<file path="src/rtl/timer_pkg.sv">
// Shared types and constants for the minutes:seconds countdown controller.
package timer_pkg;

  typedef enum logic [1:0] {
    STOP = 2'd0,
    RUN  = 2'd1,
    DONE = 2'd2
  } state_e;

  localparam int MIN_W = 7;
  localparam int SEC_W = 6;

  localparam logic [SEC_W-1:0] SEC_MAX = 6'd59;

  // Saturate a minutes load value to the configured ceiling.
  function automatic logic [MIN_W-1:0] clamp_min(input logic [MIN_W-1:0] value,
                                                 input logic [MIN_W-1:0] limit);
    return (value > limit) ? limit : value;
  endfunction

  // Saturate a seconds load value to 59.
  function automatic logic [SEC_W-1:0] clamp_sec(input logic [SEC_W-1:0] value);
    return (value > SEC_MAX) ? SEC_MAX : value;
  endfunction

endpackage

</file>
<file path="src/rtl/countdown_sequencer_if.sv">
// Command/status bundle between board inputs and the countdown controller.
interface countdown_sequencer_if;
  import timer_pkg::*;

  logic             Load;
  logic [MIN_W-1:0] MinIn;
  logic [SEC_W-1:0] SecIn;
  logic             StartStop;
  logic             Clear;
  logic [MIN_W-1:0] Minutes;
  logic [SEC_W-1:0] Seconds;
  logic             Running;
  logic             Done;

  // Board side: issues commands, watches the display/alarm status.
  modport master (
    output Load, MinIn, SecIn, StartStop, Clear,
    input  Minutes, Seconds, Running, Done
  );

  // Controller side.
  modport slave (
    input  Load, MinIn, SecIn, StartStop, Clear,
    output Minutes, Seconds, Running, Done
  );

endinterface

</file>
<file path="src/rtl/tick_prescaler.sv">
// Down-counting prescaler producing one Tick every TICK_DIV enabled cycles.
module tick_prescaler #(
  parameter int TICK_DIV = 50_000_000
) (
  input  logic Clock,
  input  logic Reset,
  input  logic Enable,
  input  logic Restart,
  output logic Tick
);

  localparam int CNT_W = $clog2(TICK_DIV);
  localparam logic [CNT_W-1:0] RELOAD = CNT_W'(TICK_DIV - 1);

  logic [CNT_W-1:0] r_count;

  assign Tick = Enable && (r_count == '0);

  // Count down while enabled; reload on wrap or on an explicit restart.
  always_ff @(posedge Clock or negedge Reset) begin
    // NOTE: state registers use non-blocking assignments so every flop
    // samples pre-edge values regardless of block evaluation order.
    if (!Reset) begin
      r_count <= RELOAD;
    end else if (Restart) begin
      r_count <= RELOAD;
    end else if (Enable) begin
      r_count <= (r_count == '0) ? RELOAD : r_count - 1'b1;
    end
  end

endmodule

</file>
<file path="src/rtl/countdown_sequencer.sv">
// Kitchen-timer controller: load/start/pause/clear FSM and min:sec counter,
// sequencing its own one-per-second prescaler.
module countdown_sequencer
  import timer_pkg::*;
#(
  parameter int TICK_DIV = 50_000_000,
  parameter int MAX_MIN  = 99
) (
  input  logic                 Clock,
  input  logic                 Reset,
  countdown_sequencer_if.slave bus
);

  localparam logic [MIN_W-1:0] MAX_MIN_V = MIN_W'(MAX_MIN);

  state_e           r_state;
  state_e           w_state_nxt;
  logic [MIN_W-1:0] r_min;
  logic [MIN_W-1:0] w_min_nxt;
  logic [SEC_W-1:0] r_sec;
  logic [SEC_W-1:0] w_sec_nxt;
  logic             w_restart;
  logic             w_tick;
  logic             w_zero;

  assign w_zero = (r_min == '0) && (r_sec == '0);

  tick_prescaler #(
    .TICK_DIV (TICK_DIV)
  ) u_prescaler (
    .Clock   (Clock),
    .Reset   (Reset),
    .Enable  (r_state == RUN),
    .Restart (w_restart),
    .Tick    (w_tick)
  );

  // State and count registers.
  always_ff @(posedge Clock or negedge Reset) begin
    if (!Reset) begin
      r_state <= STOP;
      r_min   <= '0;
      r_sec   <= '0;
    end else begin
      r_state <= w_state_nxt;
      r_min   <= w_min_nxt;
      r_sec   <= w_sec_nxt;
    end
  end

  // Next state and next count: Clear > Load > StartStop > tick.
  always_comb begin
    // NOTE: every output of this block gets a default first so no path
    // leaves a signal unassigned, which would infer a latch.
    w_state_nxt = r_state;
    w_min_nxt   = r_min;
    w_sec_nxt   = r_sec;
    w_restart   = 1'b0;

    if (bus.Clear) begin
      w_state_nxt = STOP;
      w_min_nxt   = '0;
      w_sec_nxt   = '0;
      w_restart   = 1'b1;
    end else begin
      unique case (r_state)
        STOP: begin
          if (bus.Load) begin
            w_min_nxt = clamp_min(bus.MinIn, MAX_MIN_V);
            w_sec_nxt = clamp_sec(bus.SecIn);
          end else if (bus.StartStop && !w_zero) begin
            // Fresh full second on every start, so a pause drops the fraction.
            w_state_nxt = RUN;
            w_restart   = 1'b1;
          end
        end
        RUN: begin
          if (bus.StartStop) begin
            w_state_nxt = STOP;
          end else if (w_tick) begin
            if (r_sec != '0) begin
              w_sec_nxt = r_sec - 1'b1;
            end else begin
              w_min_nxt = r_min - 1'b1;
              w_sec_nxt = SEC_MAX;
            end
            if ((r_min == '0) && (r_sec == 6'd1)) begin
              w_state_nxt = DONE;
            end
          end
        end
        DONE: begin
          if (bus.Load) begin
            w_state_nxt = STOP;
            w_min_nxt   = clamp_min(bus.MinIn, MAX_MIN_V);
            w_sec_nxt   = clamp_sec(bus.SecIn);
          end
        end
        default: begin
          w_state_nxt = STOP;
        end
      endcase
    end
  end

  assign bus.Minutes = r_min;
  assign bus.Seconds = r_sec;
  assign bus.Running = (r_state == RUN);
  assign bus.Done    = (r_state == DONE);

endmodule
</file>
<file path="src/flat_wrapper.sv">
// flat-port wrapper written by rule: the top's interface ports become plain ports
module countdown_sequencer_flat import timer_pkg::*;
#(
  parameter int TICK_DIV = 50_000_000,
  parameter int MAX_MIN  = 99
)
  (Clock, Reset, bus_Load, bus_MinIn, bus_SecIn, bus_StartStop, bus_Clear, bus_Minutes, bus_Seconds, bus_Running, bus_Done);
  countdown_sequencer_if bus_i ();
  input  logic Clock;
  input  logic Reset;
  input wire logic [$bits(bus_i.Load)-1:0] bus_Load;
  input wire logic [$bits(bus_i.MinIn)-1:0] bus_MinIn;
  input wire logic [$bits(bus_i.SecIn)-1:0] bus_SecIn;
  input wire logic [$bits(bus_i.StartStop)-1:0] bus_StartStop;
  input wire logic [$bits(bus_i.Clear)-1:0] bus_Clear;
  output wire logic [$bits(bus_i.Minutes)-1:0] bus_Minutes;
  output wire logic [$bits(bus_i.Seconds)-1:0] bus_Seconds;
  output wire logic [$bits(bus_i.Running)-1:0] bus_Running;
  output wire logic [$bits(bus_i.Done)-1:0] bus_Done;
  assign bus_i.Load = bus_Load;
  assign bus_i.MinIn = bus_MinIn;
  assign bus_i.SecIn = bus_SecIn;
  assign bus_i.StartStop = bus_StartStop;
  assign bus_i.Clear = bus_Clear;
  assign bus_Minutes = bus_i.Minutes;
  assign bus_Seconds = bus_i.Seconds;
  assign bus_Running = bus_i.Running;
  assign bus_Done = bus_i.Done;
  countdown_sequencer #(.TICK_DIV(TICK_DIV), .MAX_MIN(MAX_MIN)) u_core (.Clock(Clock), .Reset(Reset), .bus(bus_i));
endmodule
</file>
<file path="config.mk">
export PLATFORM = sky130hd
export DESIGN_NAME = countdown_sequencer_flat
export DESIGN_NICKNAME = d
export VERILOG_FILES = /design/src/rtl/timer_pkg.sv /design/src/rtl/countdown_sequencer_if.sv /design/src/rtl/tick_prescaler.sv /design/src/rtl/countdown_sequencer.sv /design/src/flat_wrapper.sv
export SDC_FILE = /design/constraint.sdc
export NUM_CORES = 1
export LEC_CHECK = 0
export ABC_CLOCK_PERIOD_IN_PS = 4000
export BUFFER_PORTS_ARGS = -buffer_cell sky130_fd_sc_hd__buf_2
export CORE_AREA = 5 5 74 76
export DETAILED_ROUTE_END_ITERATION = 8
export DIE_AREA = 0 0 79 81
export PLACE_DENSITY = 0.8
export SLEW_MARGIN = 10
export SYNTH_ARGS = -nofsm -noshare
export SYNTH_HDL_FRONTEND = slang
export SYNTH_HIERARCHICAL = 1
export SYNTH_SLANG_ARGS = --single-unit
</file>
<file path="constraint.sdc">
create_clock -name Clock -period 4 [get_ports Clock]
set_input_delay 0.2 -clock Clock [delete_from_list [all_inputs] [get_ports Clock]]
set_output_delay 0.2 -clock Clock [all_outputs]
set_load 0.005 [all_outputs]
</file>
==> reports/metrics.csv, run 1 <==
metric;value;unit
Pwr Total;0.865;mW
maximum vdd ir drop;190;µV
GR peak layer;met2;
Synth area leaders;dfrtp_1 22%, dfstp_2 18%, xnor2_1 6.1%;
drt drc;0;
Rows;25;
# resized after CTS;0;
Slew @ Worst Pin;932;ps
design area;2850;µm²
# diodes;0;
Tcrit/Tclk final;0.774;
total of max-cap violations;0;
core area;4660;µm²
critical path's slowest cell;or4_4;
Fillers;416;
most numerous cell in the Yosys netlist;nand2_1;
Clock Path Buffers;2;
CP Launch Type;register;
Post-synth ARST share;1.00;
DR WL/cell;16.1;µm
CP Data Arrival Time;3250;ps
Synth top cells by count;28 x nand2_1, 23 x dfrtp_1, 22 x nor2_1, 18 x dfstp_2, 18 x xnor2_1;
clk sink count;41;
worst hold path class;input port to asynchronous set/reset pin;
synthesized net count;299;
Die X;79;µm
CTS tree;yes;
Lkg Pwr;1.12;nW
Avg Vias per Cell;6.06;
outcome;finished clean;
Layout Nets;328;
synthesis-to-layout area growth;10.4;%
hold_ws;38.7;ps
crit path max fanout;13;
Tmin final;3100;ps
area leader, netlist;dfrtp_1;
CP required;4150;ps
met1 Resource Use GR;0.261;
antenna violations before repair;0;
crit-path leading delay family;simple AND/OR/NAND/NOR gates;
slew margin rel.;0.378;
Post-DP HPWL;4150;µm
top cell type's share of synthesized area;0.223;
Layout Skew;6.70;ps
Hold Buf Count CTS;0;
sequential area share after synthesis;0.407;
ANT nets after route;0;
total CTS buffers;5;
P per Cell Area;304;nW/µm²
Congestion Overflow GR;0;
Worst Setup SP;u_core/u_prescaler/r_count[10];
Top FF cell, synth;dfrtp_1;
wirelength, routed;5780;µm
critical path capture point type;register;
WP buf/inv;0;
setup repair bufs after CTS;0;
fin util;0.611;
first drt pass iteration count;4;
Final Max Tran Viols;0;
IO Pins;33;
total track usage;0.199;
Post-Syn Instances;275;
Synth cell types;61;
#FFs+latches synth;41;
Avg Cell Area, Syn;9.37;µm²
Crit Path Class;register to register;
largest net degree at the start of global routing;42;
area occupied by multi-input gates;1410;µm²
Mapped Area;2580;µm²
Clock Latency Late Sink;300;ps
met3 usage;0.0377;
fmax;323;MHz
vias in the first global route;2196;
clock-pin slew on the worst setup and hold paths;80;ps
Register Area;1050;µm²
gpl congestion;0.803;
Die Y;81;µm
met2 track demand over resource;0.330;
EDFF count, synth;0;
Initial Util;0.553;
r2r startpoint;u_core/u_prescaler/r_count[10];
die area;6400;µm²
final setup fails;0;
crit-path cells;or4_4 -> or4_4 -> nor4_4 -> nand2b_1 -> o21a_1 -> o311ai_0 -> o311ai_0;
DRT iter0 DRCs;127;
DR vias;2175;
max incr delay on CP;550;ps
YS warnings;6;
Placed Area;2760;µm²
Port Buffers;32;
Fin. Hold Viols;0;
CTS Root Cell;clkbuf_8;
global-route wire length before repair;10200;µm
RSZ-0062 raised after global routing;no;
H-tree Lvls;2;
share of cells above drive strength 1;0.269;
TNS Setup;0;ps
metrics by stage:
| step | cells | worst slack (ps) |
|---|---|---|
| after floorplan | 275 | 1360 |
| after global placement | 351 | 1060 |
| after detailed placement | 351 | 950 |
| after CTS | 359 | 927 |
| after global routing | 359 | 714 |
| final | 359 | 903 |
report_power, final:
group,switching [mW],internal (mW)
Clock,0.151,0.121
Sequential,0.0228,0.428
Combinational,0.0867,0.0561
Total,0.260,0.605
layout by cell type, fill, tap and decap left out, types with 7 or more instances in the layout:
cell / count
inv_1: 15
nor2_1: 22
buf_2: 32
nor3_1: 17
a21oi_1: 13
xnor2_1: 18
o21ai_0: 11
dfrtp_1: 23
nor4_1: 7
nand2_1: 28
dfstp_2: 18
nor4_2: 7
final cells by class:
type	instances	share of cell area
flip-flops and latches	41	0.368
inverters	15	0.0198
repair buffers	34	0.0615
multi-input cells	207	0.496
clock buffers	5	0.0242
clock inverters	3	0.00615
well taps	54	0.0237
registers in the layout (all words and copies together), names as in the netlist:
| register | count |
|---|---|
| u_core/bus.Minutes | 7 |
| u_core/u_prescaler/r_count | 26 |
| u_core/r_state | 2 |
| u_core/bus.Seconds | 6 |
metal layers:
metal,part of all wire,wire length [µm]
met5,0,0
met1,0.45,2600
met3,0.046,265
met2,0.49,2820
met4,0.015,88
logic make-up after synthesis:
kind of cell	count (synthesis)	synth area share
flops	41	0.407
buf+inv	27	0.0451
mux	1	0.00388
simple gates	127	0.299
xor+xnor	21	0.0714
compound gates	52	0.145
fa+ha+maj	6	0.0291
path summary, 6_finish.rpt:
path / end / slack, ps / cells after the start
hold / removal: u_core/bus.Seconds[3] / 40 / 1
hold reg to reg: u_core/u_prescaler/r_count[2] / 510 / 2
setup reg to reg: u_core/bus.Minutes[4] / 900 / 7
max in group asynchronous: u_core/u_prescaler/r_count[11] / 3390 / 1
setup / recovery: u_core/bus.Minutes[4] / 900 / 7
min in group Clock: u_core/bus.Minutes[2] / 150 / 3
No activity file was read; power rests on OpenSTA's default activity.
==> inputs of run 2 (changes only) <==
- ABC_AREA: not set -> 1
- ABC_CLOCK_PERIOD_IN_PS: 4000 -> 3000
- CORE_AREA: 5 5 74 76 -> 5 5 78 80
- DIE_AREA: 0 0 79 81 -> 0 0 83 85
- PLACE_DENSITY: 0.8 -> 0.81
- clock period: 4 -> 3 ns (I/O delays scaled with it)
==> run 2 against run 1 <==
Compared with the run above:
- the run now ends with negative hold slack left
- sequential share of layout area shrank 4.4 points
- sequential power is 58% higher
- critical path type unchanged
- non-clock buffer count is 1 lower
- die area is 10% higher
- critical endpoint is now u_core/u_prescaler/r_count[9]
==> reports/metrics.csv, run 2 <==
metric;value;unit
outcome;finished, violations left;
failing checks;negative hold slack;
Critical Path End;u_core/u_prescaler/r_count[9];
# diodes;0;
first drt pass iteration count;5;
global-route wire length before repair;11400;µm
Worst Setup Slack, final;678;ps
r2r startpoint;u_core/bus.Seconds[0];
design area;3240;µm²
Port Buffers;32;
RSZ-0062 raised after global routing;no;
Post-DP HPWL;4960;µm
Synth cell types;33;
critical path capture point type;register;
Post-synth ARST share;1.00;
Avg Vias per Cell;5.26;
Hold Buf Count CTS;0;
WP buf/inv;2;
CP Data Arrival Time;2500;ps
slew margin rel.;0.397;
Clock Path Buffers;2;
antenna violations before repair;0;
Worst Setup SP;u_core/bus.Seconds[0];
total of max-cap violations;0;
Avg Cell Area, Syn;7.05;µm²
DR WL/cell;12.2;µm
TNS Setup;0;ps
worst r2r dst;u_core/u_prescaler/r_count[9];
Rows;27;
area leader, netlist;dfrtp_1;
Fin. Hold Viols;23;
vias in the first global route;2701;
critical path's slowest cell;dfrtp_1;
# resized after CTS;0;
Mapped Area;2950;µm²
IO Pins;33;
fin util;0.606;
setup repair bufs after CTS;0;
Lkg Pwr;1.67;nW
commonest cells after routing, fill and taps aside;117 x nand2_1, 70 x nor2_1, 47 x inv_1, 39 x nand3_1, 32 x buf_2;
worst hold path class;input port to asynchronous set/reset pin;
reg2reg setup slack;680;ps
#FFs+latches synth;41;
Reg2Reg Depth;13;
sequential area share after synthesis;0.355;
DR vias;2770;
gpl congestion;0.860;
clock-pin slew on the worst setup and hold paths;80;ps
core area;5340;µm²
drt drc;0;
H-tree Lvls;2;
final setup fails;0;
most frequent CP cell;nand2_1;
cell count after placement;519;
Initial Util;0.553;
CTS tree;yes;
largest net degree at the start of global routing;42;
Layout Skew;6.34;ps
Clock Latency Late Sink;290;ps
hold_ws;-16.8;ps
DRT iter0 DRCs;153;
wirelength, routed;6450;µm
total CTS buffers;5;
synthesized net count;443;
crit path max fanout;9;
ANT nets after route;0;
crit-path cells;inv_1 -> ha_1 -> nand2_1 -> nor2_1 -> nand2_1 -> nand2_1 -> o21ai_0 -> inv_2 -> nand2_4 -> nand3_2 -> nor3_4 -> xnor2_1 -> nor2_1;
most numerous cell in the Yosys netlist;nand2_1;
commonest non-fill, non-tap cell in the layout;nand2_1;
Synth area leaders;dfrtp_1 19%, dfstp_2 16%, nand2_1 15%;
YS warnings;6;
P per Cell Area;557;nW/µm²
pre-CTS WS;705;ps
CP required;3180;ps
Post-Syn Instances;419;
top cell type's share of synthesized area;0.195;
Synth top cells by count;117 x nand2_1, 70 x nor2_1, 47 x inv_1, 39 x nand3_1, 23 x dfrtp_1;
clk sink count;41;
Final Max Tran Viols;0;
Slew @ Worst Pin;905;ps
final non-filler cell total;527;
share of cells above drive strength 1;0.222;
Tmin final;2320;ps
Crit Path Class;register to register;
Placed Area;3160;µm²
Congestion Overflow GR;0;
crit-path leading delay family;simple AND/OR/NAND/NOR gates;
Layout Nets;478;
synthesis-to-layout area growth;9.62;%
number of flip-flops in the largest register;26;
Die X;83;µm
Top FF cell, synth;dfrtp_1;
CP Launch Type;register;
Fillers;500;
register with the most flip-flops;u_core/u_prescaler/r_count;
EDFF count, synth;0;
critical path depth;13;
Die Y;85;µm
max incr delay on CP;400;ps
maximum vdd ir drop;357;µV
die area;7060;µm²
CTS Root Cell;clkbuf_8;
total track usage;0.192;
fmax;431;MHz
Tcrit/Tclk final;0.774;
run 2: changes by cell type in the layout (fill, tap and decap cells not counted), moves of 9 or more:
| cell | before | now |
|---|---|---|
| a21oi_1 | 13 | 4 |
| inv_1 | 15 | 47 |
| nand2_1 | 28 | 117 |
| nand3_1 | 4 | 39 |
| nand4_1 | 2 | 14 |
| nor2_1 | 22 | 70 |
| nor3_1 | 17 | 3 |
| xnor2_1 | 18 | 6 |
run 2: logic make-up after synthesis:
logic type | Yosys count | synth area share
xor gates and xnor gates | 12 | 0.0356
and+or+nand+nor | 279 | 0.450
AOI/OAI and AO/OA | 23 | 0.0479
adders and majority gates | 6 | 0.0254
buffers and inverters | 58 | 0.0864
DFF | 41 | 0.355
run 2: how the worst min path moves through the flow:
| stage | end | cells past startpoint |
|---|---|---|
| after floorplan | u_core/bus.Minutes[0] | 0 |
| after global placement | u_core/u_prescaler/r_count[9] | 1 |
| after detailed placement | u_core/u_prescaler/r_count[9] | 1 |
| after CTS | u_core/bus.Seconds[4] | 1 |
| after global routing | u_core/bus.Seconds[4] | 1 |
| final | u_core/u_prescaler/r_count[18] | 1 |
run 2: area by class of cell:
| cell class | instances | area, µm² | share of cell area |
|---|---|---|---|
| inverter | 53 | 201 | 0.0622 |
| sequential | 41 | 1050 | 0.324 |
| timing repair buffer | 33 | 168 | 0.0518 |
| clock buffer | 8 | 80.1 | 0.0247 |
| tap | 72 | 90.1 | 0.0278 |
| multi-input combinational | 320 | 1650 | 0.509 |
run 2: stage by stage:
step           power [mW]  hold slack, ps
3_3_place_gp         1.44             322
4_1_cts              1.82            9.71
6_report             1.80           -16.8
3_5_place_dp         1.46             336
5_1_grt              1.96            61.4
2_1_floorplan        1.27            -146
run 2: metal layers:
layer,global-route usage,part of all wire,up-vias
li1,-,-,1390
met1,0.237,0.43,1290
met2,0.343,0.50,84
met3,0.0369,0.052,6
met4,0.0535,0.011,0
met5,0,0,-
run 2: power by group:
part | leakage [nW] | switching (mW) | internal, mW | total, mW
Clock | 0.0395 | 0.187 | 0.165 | 0.353
Sequential | 0.495 | 0.0780 | 0.633 | 0.711
Combinational | 1.13 | 0.472 | 0.267 | 0.740
==> inputs of run 3 (changes only) <==
- ABC_AREA: 1 -> 0
- ABC_CLOCK_PERIOD_IN_PS: 3000 -> 2000
- CORE_AREA: 5 5 78 80 -> 5 5 77 79
- DIE_AREA: 0 0 83 85 -> 0 0 82 84
- PLACE_DENSITY: 0.81 -> 0.78
- clock period: 3 -> 2 ns (I/O delays scaled with it)
==> run 3 against run 2 <==
Compared with the run above:
- the run ends with negative setup slack left
- critical path type unchanged
- critical path depth shrank 5
- via count is 5.4% lower
- sequential cell count unchanged
- clock-buffer cell count fell by 2
- clock skew fell by 3.2 ps
- global-route usage increased by 3.7 points
- sequential share of layout area fell by 5.5 points
- cell area is 20% higher
- critical endpoint is now u_core/bus.Minutes[1]
- clock power grew 100%
- core utilization grew 13 points
- final cell count fell by 13%
- sequential power increased by 23%
==> reports/metrics.csv, run 3 (same netlist as run 1, synthesis figures left out) <==
metric;value;unit
DR WL/cell;17.7;µm
final setup fails;38;
Worst Setup Slack, final;-474;ps
Die X;82;µm
clock-pin slew on the worst setup and hold paths;80;ps
first drt pass iteration count;4;
core area;5270;µm²
ANT nets after route;0;
CP required;2240;ps
crit-path leading delay family;simple AND/OR/NAND/NOR gates;
slew margin rel.;0.414;
Tmin final;2470;ps
Fillers;361;
gpl congestion;0.897;
Pwr Total;2.08;mW
number of flip-flops in the largest register;26;
Congestion Overflow GR;0;
clk sink count;41;
wirelength, routed;8050;µm
register with the most flip-flops;u_core/u_prescaler/r_count;
die area;6890;µm²
P per Cell Area;535;nW/µm²
Layout Skew;3.16;ps
worst hold path class;input port to register;
CTS tree;yes;
hold endpoint;u_core/bus.Minutes[2];
Die Y;84;µm
WHS Path Cells;3;
WP buf/inv;1;
Port Buffers;32;
crit-path cells;or4_4 -> or4_4 -> nor4_4 -> nand2b_1 -> o21a_4 -> buf_6 -> a2111o_1 -> a21oi_2;
Hold Path Origin;bus_MinIn[2];
share of cells above drive strength 1;0.518;
Slew @ Worst Pin;879;ps
IO Pins;33;
DRT iter0 DRCs;165;
global-route wire length before repair;12400;µm
antenna violations before repair;0;
Fin. Hold Viols;0;
vias in the first global route;2692;
Final Max Tran Viols;0;
CP Data Arrival Time;2710;ps
total track usage;0.229;
Reg2Reg Depth;8;
fmax;404;MHz
max incr delay on CP;530;ps
CTS Root Cell;clkbuf_8;
r2r startpoint;u_core/u_prescaler/r_count[12];
cell count after placement;431;
reg2reg setup slack;-470;ps
Crit Path Class;register to register;
maximum vdd ir drop;413;µV
final non-filler cell total;456;
Layout Nets;407;
synthesis-to-layout area growth;51.2;%
failing checks;negative setup slack;
commonest non-fill, non-tap cell in the layout;buf_4;
RSZ-0062 raised after global routing;yes;
Lkg Pwr;1.76;nW
outcome;finished, violations left;
Register Area;1050;µm²
area occupied by multi-input gates;1730;µm²
critical path capture point type;register;
Avg Vias per Cell;5.75;
Initial Util;0.489;
critical path's slowest cell;or4_4;
largest net degree at the start of global routing;40;
Clock Path Buffers;2;
H-tree Lvls;2;
Clock Latency Late Sink;300;ps
Post-DP HPWL;4870;µm
CP Launch Type;register;
# diodes;0;
most frequent CP cell;or4_4;
total of max-cap violations;0;
Tcrit/Tclk final;1.24;
drt drc;0;
Rows;27;
total CTS buffers;5;
commonest cells after routing, fill and taps aside;67 x buf_4, 32 x buf_2, 23 x dfrtp_1, 22 x nand2_1;
worst r2r dst;u_core/bus.Minutes[1];
DR vias;2621;
crit path max fanout;5;
[run 3: cell types whose count changed in the layout (fill, tap and decap cells not counted), sizes merged, moves of 5 or more]
cell and change:
nor2 -61, xnor2 +12, nand2 -95, nand4 -12, nand3 -44, inv -38, nor4 +16, a21oi +9
nor3 +14, nand2b +6, or3 +5, buf +78
[run 3: cell type report]
class,instances,share of cell area
multi-input combinational,208,0.444
sequential,41,0.269
timing repair buffer,112,0.219
tap,72,0.0231
clock buffer,6,0.0212
inverter,15,0.0145
clock inverter,2,0.00963
[run 3: worst min-delay path, stage by stage]
cell	delay, ps
buf_2	90
nand2_1	60
nand3_1	80
[run 3: per-layer routing]
metal	global-route usage	vias up	wire length [µm]
met4	0.0680	0	179
met1	0.281	1298	3180
met2	0.394	94	4290
met5	0	-	0
met3	0.0486	20	413
li1	-	1209	-
[run 3: how the worst max path moves through the flow]
stage,endpoint,slack [ps],from,cells after the start
floorplan,u_core/bus.Minutes[6],-500,u_core/u_prescaler/r_count[10],8
global placement,u_core/bus.Minutes[1],-440,u_core/u_prescaler/r_count[12],8
detailed placement,u_core/bus.Minutes[4],-550,u_core/u_prescaler/r_count[12],7
CTS,u_core/bus.Minutes[1],-480,u_core/u_prescaler/r_count[12],8
global route,u_core/bus.Minutes[1],-610,u_core/u_prescaler/r_count[10],8
finish,u_core/bus.Minutes[1],-470,u_core/u_prescaler/r_count[12],8
[run 3: per-stage QoR]
step	area [µm²]	setup slack, ps	hold WS [ps]	util	TNS (ps)
after global routing	3900	-607	66.6	0.739	-13490
final	3900	-474	58.0	0.739	-9850
after floorplan	2630	-500	-196	-	-6100
after CTS	3730	-484	46.3	0.707	-11540
after detailed placement	3290	-553	258	0.625	-11810
after global placement	3290	-441	258	0.625	-9860
[run 3: power by group]
part	switching (mW)	internal [mW]	leakage, nW
sequential	0.0206	0.856	0.502
clock	0.317	0.406	0.0574
combinational	0.268	0.217	1.20
total	0.606	1.48	1.76
[run 3: repair_timing]
action | in CTS | in global routing
hold buffers | 1 | 0
setup buffers | 13 | 8
cloned | 0 | 1
resized for setup | 45 | 36
endpoints found under the setup margin | 38 | 39
hold endpoints to repair | 23 | 0
pin swaps | 31 | 28
